File: config.mk
export PLATFORM = sky130hd
export DESIGN_NAME = pipe_ctrl
export DESIGN_NICKNAME = d
export VERILOG_FILES = /design/src/rtl/pipe_ctrl.sv
export SDC_FILE = /design/constraint.sdc
export NUM_CORES = 1
export LEC_CHECK = 0
export ABC_AREA = 1
export CAP_MARGIN = 15
export CORE_AREA = 2 2 39 41
export CTS_BUF_LIST = sky130_fd_sc_hd__clkbuf_8
export DETAILED_ROUTE_END_ITERATION = 10
export DIE_AREA = 0 0 41 43
export PLACE_DENSITY = 0.84
export RECOVER_POWER = 100
export SLEW_MARGIN = 20
export SYNTH_ARGS = -nofsm -noshare
export SYNTH_HDL_FRONTEND = slang
export SYNTH_SLANG_ARGS = --single-unit
File: constraint.sdc
create_clock -name clk_i -period 3.9 [get_ports clk_i]
set_input_delay 0.975 -clock clk_i [delete_from_list [all_inputs] [get_ports clk_i]]
set_output_delay 0.975 -clock clk_i [all_outputs]
set_load 0.1 [all_outputs]
File: src/rtl/pipe_ctrl.sv
// Pipeline hazard controller: stall/bubble generation for load-use, mispredict, ret and exceptions.
// Optional saturating event counters are built when PIPE_PERF_CNT_EN is defined.
module pipe_ctrl #(
  parameter int CNT_W = 16
) (
  input  logic       clk_i,
  input  logic       rst_i,
  input  logic [3:0] D_icode_i,
  input  logic [3:0] E_icode_i,
  input  logic [3:0] E_dstM_i,
  input  logic [3:0] d_srcA_i,
  input  logic [3:0] d_srcB_i,
  input  logic       e_Cnd_i,
  input  logic [2:0] m_stat_i,
  input  logic [2:0] W_stat_i,
  output logic       F_stall_o,
  output logic       D_stall_o,
  output logic       D_bubble_o,
  output logic       E_bubble_o,
  output logic       M_bubble_o,
  output logic       W_stall_o,
  output logic       halted_o
`ifdef PIPE_PERF_CNT_EN
  ,
  output logic [CNT_W-1:0] lu_cnt_o,
  output logic [CNT_W-1:0] mp_cnt_o,
  output logic [CNT_W-1:0] ret_cnt_o
`endif
);

  localparam logic [3:0] IJXX    = 4'h7;
  localparam logic [3:0] IMRMOVQ = 4'h5;
  localparam logic [3:0] IRET    = 4'h9;
  localparam logic [3:0] IPOPQ   = 4'hB;
  localparam logic [3:0] RNONE   = 4'hF;
  localparam logic [2:0] SAOK    = 3'd1;

  typedef enum logic [1:0] {
    RUN   = 2'd0,
    RET_E = 2'd1,
    RET_M = 2'd2,
    HALT  = 2'd3
  } state_t;

  state_t state_q, state_d;

  logic load_use;
  logic mispred;
  logic exc_m;
  logic exc_w;
  logic ret_busy;
  logic ret_start;

  always_comb begin
    load_use = ((E_icode_i == IMRMOVQ) || (E_icode_i == IPOPQ)) &&
               (E_dstM_i != RNONE) &&
               ((E_dstM_i == d_srcA_i) || (E_dstM_i == d_srcB_i));
    mispred  = (E_icode_i == IJXX) && !e_Cnd_i;
    exc_m    = (m_stat_i != SAOK);
    exc_w    = (W_stat_i != SAOK);
    ret_busy = ((state_q == RUN) && (D_icode_i == IRET)) ||
               (state_q == RET_E) || (state_q == RET_M);
  end

  // A ret held by load-use or squashed by mispredict never starts the RET_E/RET_M walk.
  always_comb begin
    state_d   = state_q;
    ret_start = 1'b0;
    if (exc_w) begin
      state_d = HALT;
    end else begin
      unique case (state_q)
        RUN: begin
          if ((D_icode_i == IRET) && !load_use && !mispred) begin
            state_d   = RET_E;
            ret_start = 1'b1;
          end
        end
        RET_E:   state_d = RET_M;
        RET_M:   state_d = RUN;
        HALT:    state_d = HALT;
        default: state_d = RUN;
      endcase
    end
  end

  always_ff @(posedge clk_i or posedge rst_i) begin
    if (rst_i) begin
      state_q <= RUN;
    end else begin
      state_q <= state_d;
    end
  end

  always_comb begin
    F_stall_o  = load_use || ret_busy;
    D_stall_o  = load_use;
    D_bubble_o = mispred || (ret_busy && !load_use);
    E_bubble_o = mispred || load_use;
    M_bubble_o = exc_m || exc_w;
    W_stall_o  = exc_w;
    halted_o   = 1'b0;
    if (state_q == HALT) begin
      F_stall_o  = 1'b1;
      D_stall_o  = 1'b0;
      D_bubble_o = 1'b1;
      E_bubble_o = 1'b1;
      M_bubble_o = 1'b1;
      W_stall_o  = 1'b1;
      halted_o   = 1'b1;
    end
  end

`ifdef PIPE_PERF_CNT_EN
  logic [CNT_W-1:0] lu_cnt_q;
  logic [CNT_W-1:0] mp_cnt_q;
  logic [CNT_W-1:0] ret_cnt_q;
  logic             cnt_en;

  assign cnt_en = (state_q != HALT);

  // Counters saturate at all-ones rather than wrapping.
  always_ff @(posedge clk_i or posedge rst_i) begin
    if (rst_i) begin
      lu_cnt_q  <= '0;
      mp_cnt_q  <= '0;
      ret_cnt_q <= '0;
    end else if (cnt_en) begin
      if (load_use && (lu_cnt_q != '1)) begin
        lu_cnt_q <= lu_cnt_q + CNT_W'(1);
      end
      if (mispred && (mp_cnt_q != '1)) begin
        mp_cnt_q <= mp_cnt_q + CNT_W'(1);
      end
      if (ret_start && (ret_cnt_q != '1)) begin
        ret_cnt_q <= ret_cnt_q + CNT_W'(1);
      end
    end
  end

  assign lu_cnt_o  = lu_cnt_q;
  assign mp_cnt_o  = mp_cnt_q;
  assign ret_cnt_o = ret_cnt_q;
`endif

endmodule
==> impl_metrics.ini <==
[run_status]
outcome = complete, no violations

[layout]
regMostFlops = state_q
nets = 168
final_area_um2 = 880
top_regs = state_q x2
diodes = 0
n_fill_cell = 134
largest_reg_flops = 2
syn_to_final_growth_pct = 85.0
drive_above_1_share_pct = 10.6

[floorplanning]
start_util_pct = 34.4
core_um2 = 1380
rows = 14
ios = 36
dieArea_um2 = 1760
die_x_um = 41
dieHeight_um = 43

[timing]
fin_hold_ws_ns = 0.591
fmax_mhz = 280
setup_slack_ns = 0.329
min_period_ns = 3.57
finalHoldViolations = 0
setup_viol = 0
slew_violations = 0
slew_headroom_pct = 23.3
setup_tns_ns = 0
fin_skew_ns = 0.00121
worst_pin_slew_ns = 1.16
rsz0062_at_grt = no
finalCritPeriodShare_pct = 91.6

[logic_synthesis]
synth_seq_cells = 2
yosysMostFrequentCell = nand2_1
yosys-top-cells-area = nand2_1 28%, inv_1 17%, ha_1 13%
synthFlopType = dfrtp_1
synth_top_cell_by_area = nand2_1
ys_types = 15
seq_area_frac_synth_pct = 10.5
syn-mean-instance-area_um2 = 5.06
synth_nets = 128
syn-cell-area_um2 = 475
ys_warn_count = 0
synthCells = 94
synth_edf_count = 0
synth_top_area_share_pct = 28.4
synthArstFlopShare_pct = 100
synth_common_cells = 36 x nand2_1, 22 x inv_1, 10 x nor2_1

[clocking]
cts_buffers = 3
clk_transition_reported_paths_ns = 0.03
cts_resized = 0
clk-insertion-delay-late_ns = 0.21
hold_buffers = 0
cts_max_path_buffers = 2
cts_tree = done
htreeDepth = 1
clock-sinks = 2
cts_setup_buffers = 0
root_buffer = clkbuf_8

[placement]
place_congestion = 0.691
io_buffers = 35
post-place-ws_ns = 0.464
hpwl_um = 1200
dpl_cell_area_um2 = 897

[min_path]
hold_end = state_q[0]
holdPathStages = 2
hold_path_startpoint = state_q[0]
hold_path_class = reg2reg

[setup_path]
crit_path_start_kind = input pin
r2r-start = state_q[1]
r2r_setup_slack_ns = 2.66
slowest_stage = dlygate4sd3_1
end_kind = output pin
crit_required_ns = 2.92
r2r_end = state_q[1]
cp.arrival_ns = 2.60
cpMostUsedCell = nand2_1
reg2reg_depth = 7
crit_type = in2out
crit_path_max_fanout = 4
worstPathCellList = dlygate4sd3_1 -> inv_2 -> nand2_1 -> nand2_1 -> nor2_1 -> nand2_1 -> nand2_1 -> nand2_2 -> nand3_1 -> clkbuf_2
slowest_delay_ns = 0.62

[power]
netSwitchingFraction_pct = 21.9
max-vdd-ir-drop_mv = 0.258
p_int_uw = 117
pwr-share-seq_pct = 14.0
p_leak_uw = 0.000480
power.density_nw_per_um2 = 170
p_clk_share_pct = 53.1
net-switching-power_uw = 32.9
pwr-share-comb_pct = 32.9

[global_route]
antenna_found_initial = 0
grt_max_degree = 6
overflow = 0
grtUsageTotal_pct = 19.6
grt_pass1_wl_um = 2370
grt_pass1_vias = 665

[route]
dr_total_vias = 668
drc_errors = 0
via_per_inst = 4.51
drtIter0Drc = 11
ant_nets = 0
drt-total-wl_um = 1430
firstDrtPassIters = 4
wl_per_cell_um = 9.68

[flow_run]
cap_violations = 0
## kinds of logic (layout without fill, tap and decap cells)
| family | count (synthesis) | in the layout | share of synthesized area, % |
|---|---|---|---|
| adders and majority gates | 5 | 5 | 13.2 |
| and+or+nand+nor | 60 | 60 | 53.7 |
| buffers and inverters | 24 | 62 | 18.9 |
| AOI/OAI and AO/OA | 3 | 3 | 3.68 |
| DFF | 2 | 2 | 10.5 |
## worst max-delay path: cells and delay by family
kind | cells | cell delay [ns]
buffers and inverters | 3 | 1.13
and+or+nand+nor | 7 | 0.49
## cell type report
| cell class | count | area, um2 | share of cell area, % |
|---|---|---|---|
| Timing Repair Buffer | 35 | 344 | 39.1 |
| Multi-Input combinational cell | 68 | 334 | 38.0 |
| Inverter | 24 | 90.1 | 10.2 |
| Sequential cell | 2 | 50.0 | 5.69 |
| Clock buffer | 3 | 41.3 | 4.69 |
| Tap cell | 16 | 20.0 | 2.28 |
## power groups by stage
stage | registers, uW | clock network, uW | logic [uW]
finish | 20.9 | 79.7 | 49.3
CTS | 20.9 | 82.1 | 50.1
floorplan | 21.1 | 0 | 16.0
global route | 20.9 | 88.7 | 54.7
global placement | 21.1 | 0 | 48.1
detailed placement | 21.1 | 0 | 49.6
## layer usage
metal / vias to the layer above / routed length, um / track usage [%]
met1: 282 / 542 / 18.0
met3: 0 / 137 / 5.76
met4: 0 / 0 / 10.0
li1: 359 / - / -
met5: - / 0 / 0
met2: 27 / 752 / 35.3
## metrics by stage
step / total power [uW] / utilization [%] / instances
after floorplan: 37.1 / - / 94
after global placement: 69.2 / 64.8 / 145
after detailed placement: 70.7 / 64.8 / 145
after CTS: 153 / 67.8 / 148
after global routing: 164 / 63.6 / 148
final: 150 / 63.6 / 148
## worst max path at each step
| stage | startpoint | end |
|---|---|---|
| after floorplan | E_icode_i[2] | D_bubble_o |
| after global placement | E_dstM_i[1] | D_bubble_o |
| after detailed placement | E_dstM_i[1] | D_bubble_o |
| after CTS | E_dstM_i[1] | D_bubble_o |
| after global routing | E_dstM_i[2] | D_bubble_o |
| final | E_dstM_i[2] | E_bubble_o |
## cell usage in the layout (no fill, tap or decap)
| master | netlist | routed |
|---|---|---|
| nand2_1 | 36 | 36 |
| clkdlybuf4s50_1 | 0 | 26 |
| inv_1 | 22 | 22 |
| nor2_1 | 10 | 10 |
| nand3_1 | 5 | 6 |
| ha_1 | 5 | 5 |
| clkbuf_2 | 0 | 4 |
| nor3_1 | 3 | 3 |
| clkbuf_8 | 0 | 3 |
| inv_2 | 2 | 2 |
| nand4_1 | 2 | 2 |
| nand2_2 | 2 | 2 |
| dlygate4sd3_1 | 0 | 2 |
| buf_12 | 0 | 2 |
| dfrtp_1 | 2 | 2 |
| nand3b_1 | 1 | 1 |
| a21oi_1 | 1 | 1 |
| a22oi_1 | 1 | 1 |
| o21ai_2 | 0 | 1 |
| clkbuf_1 | 0 | 1 |
(Power assumes the default switching activity.)
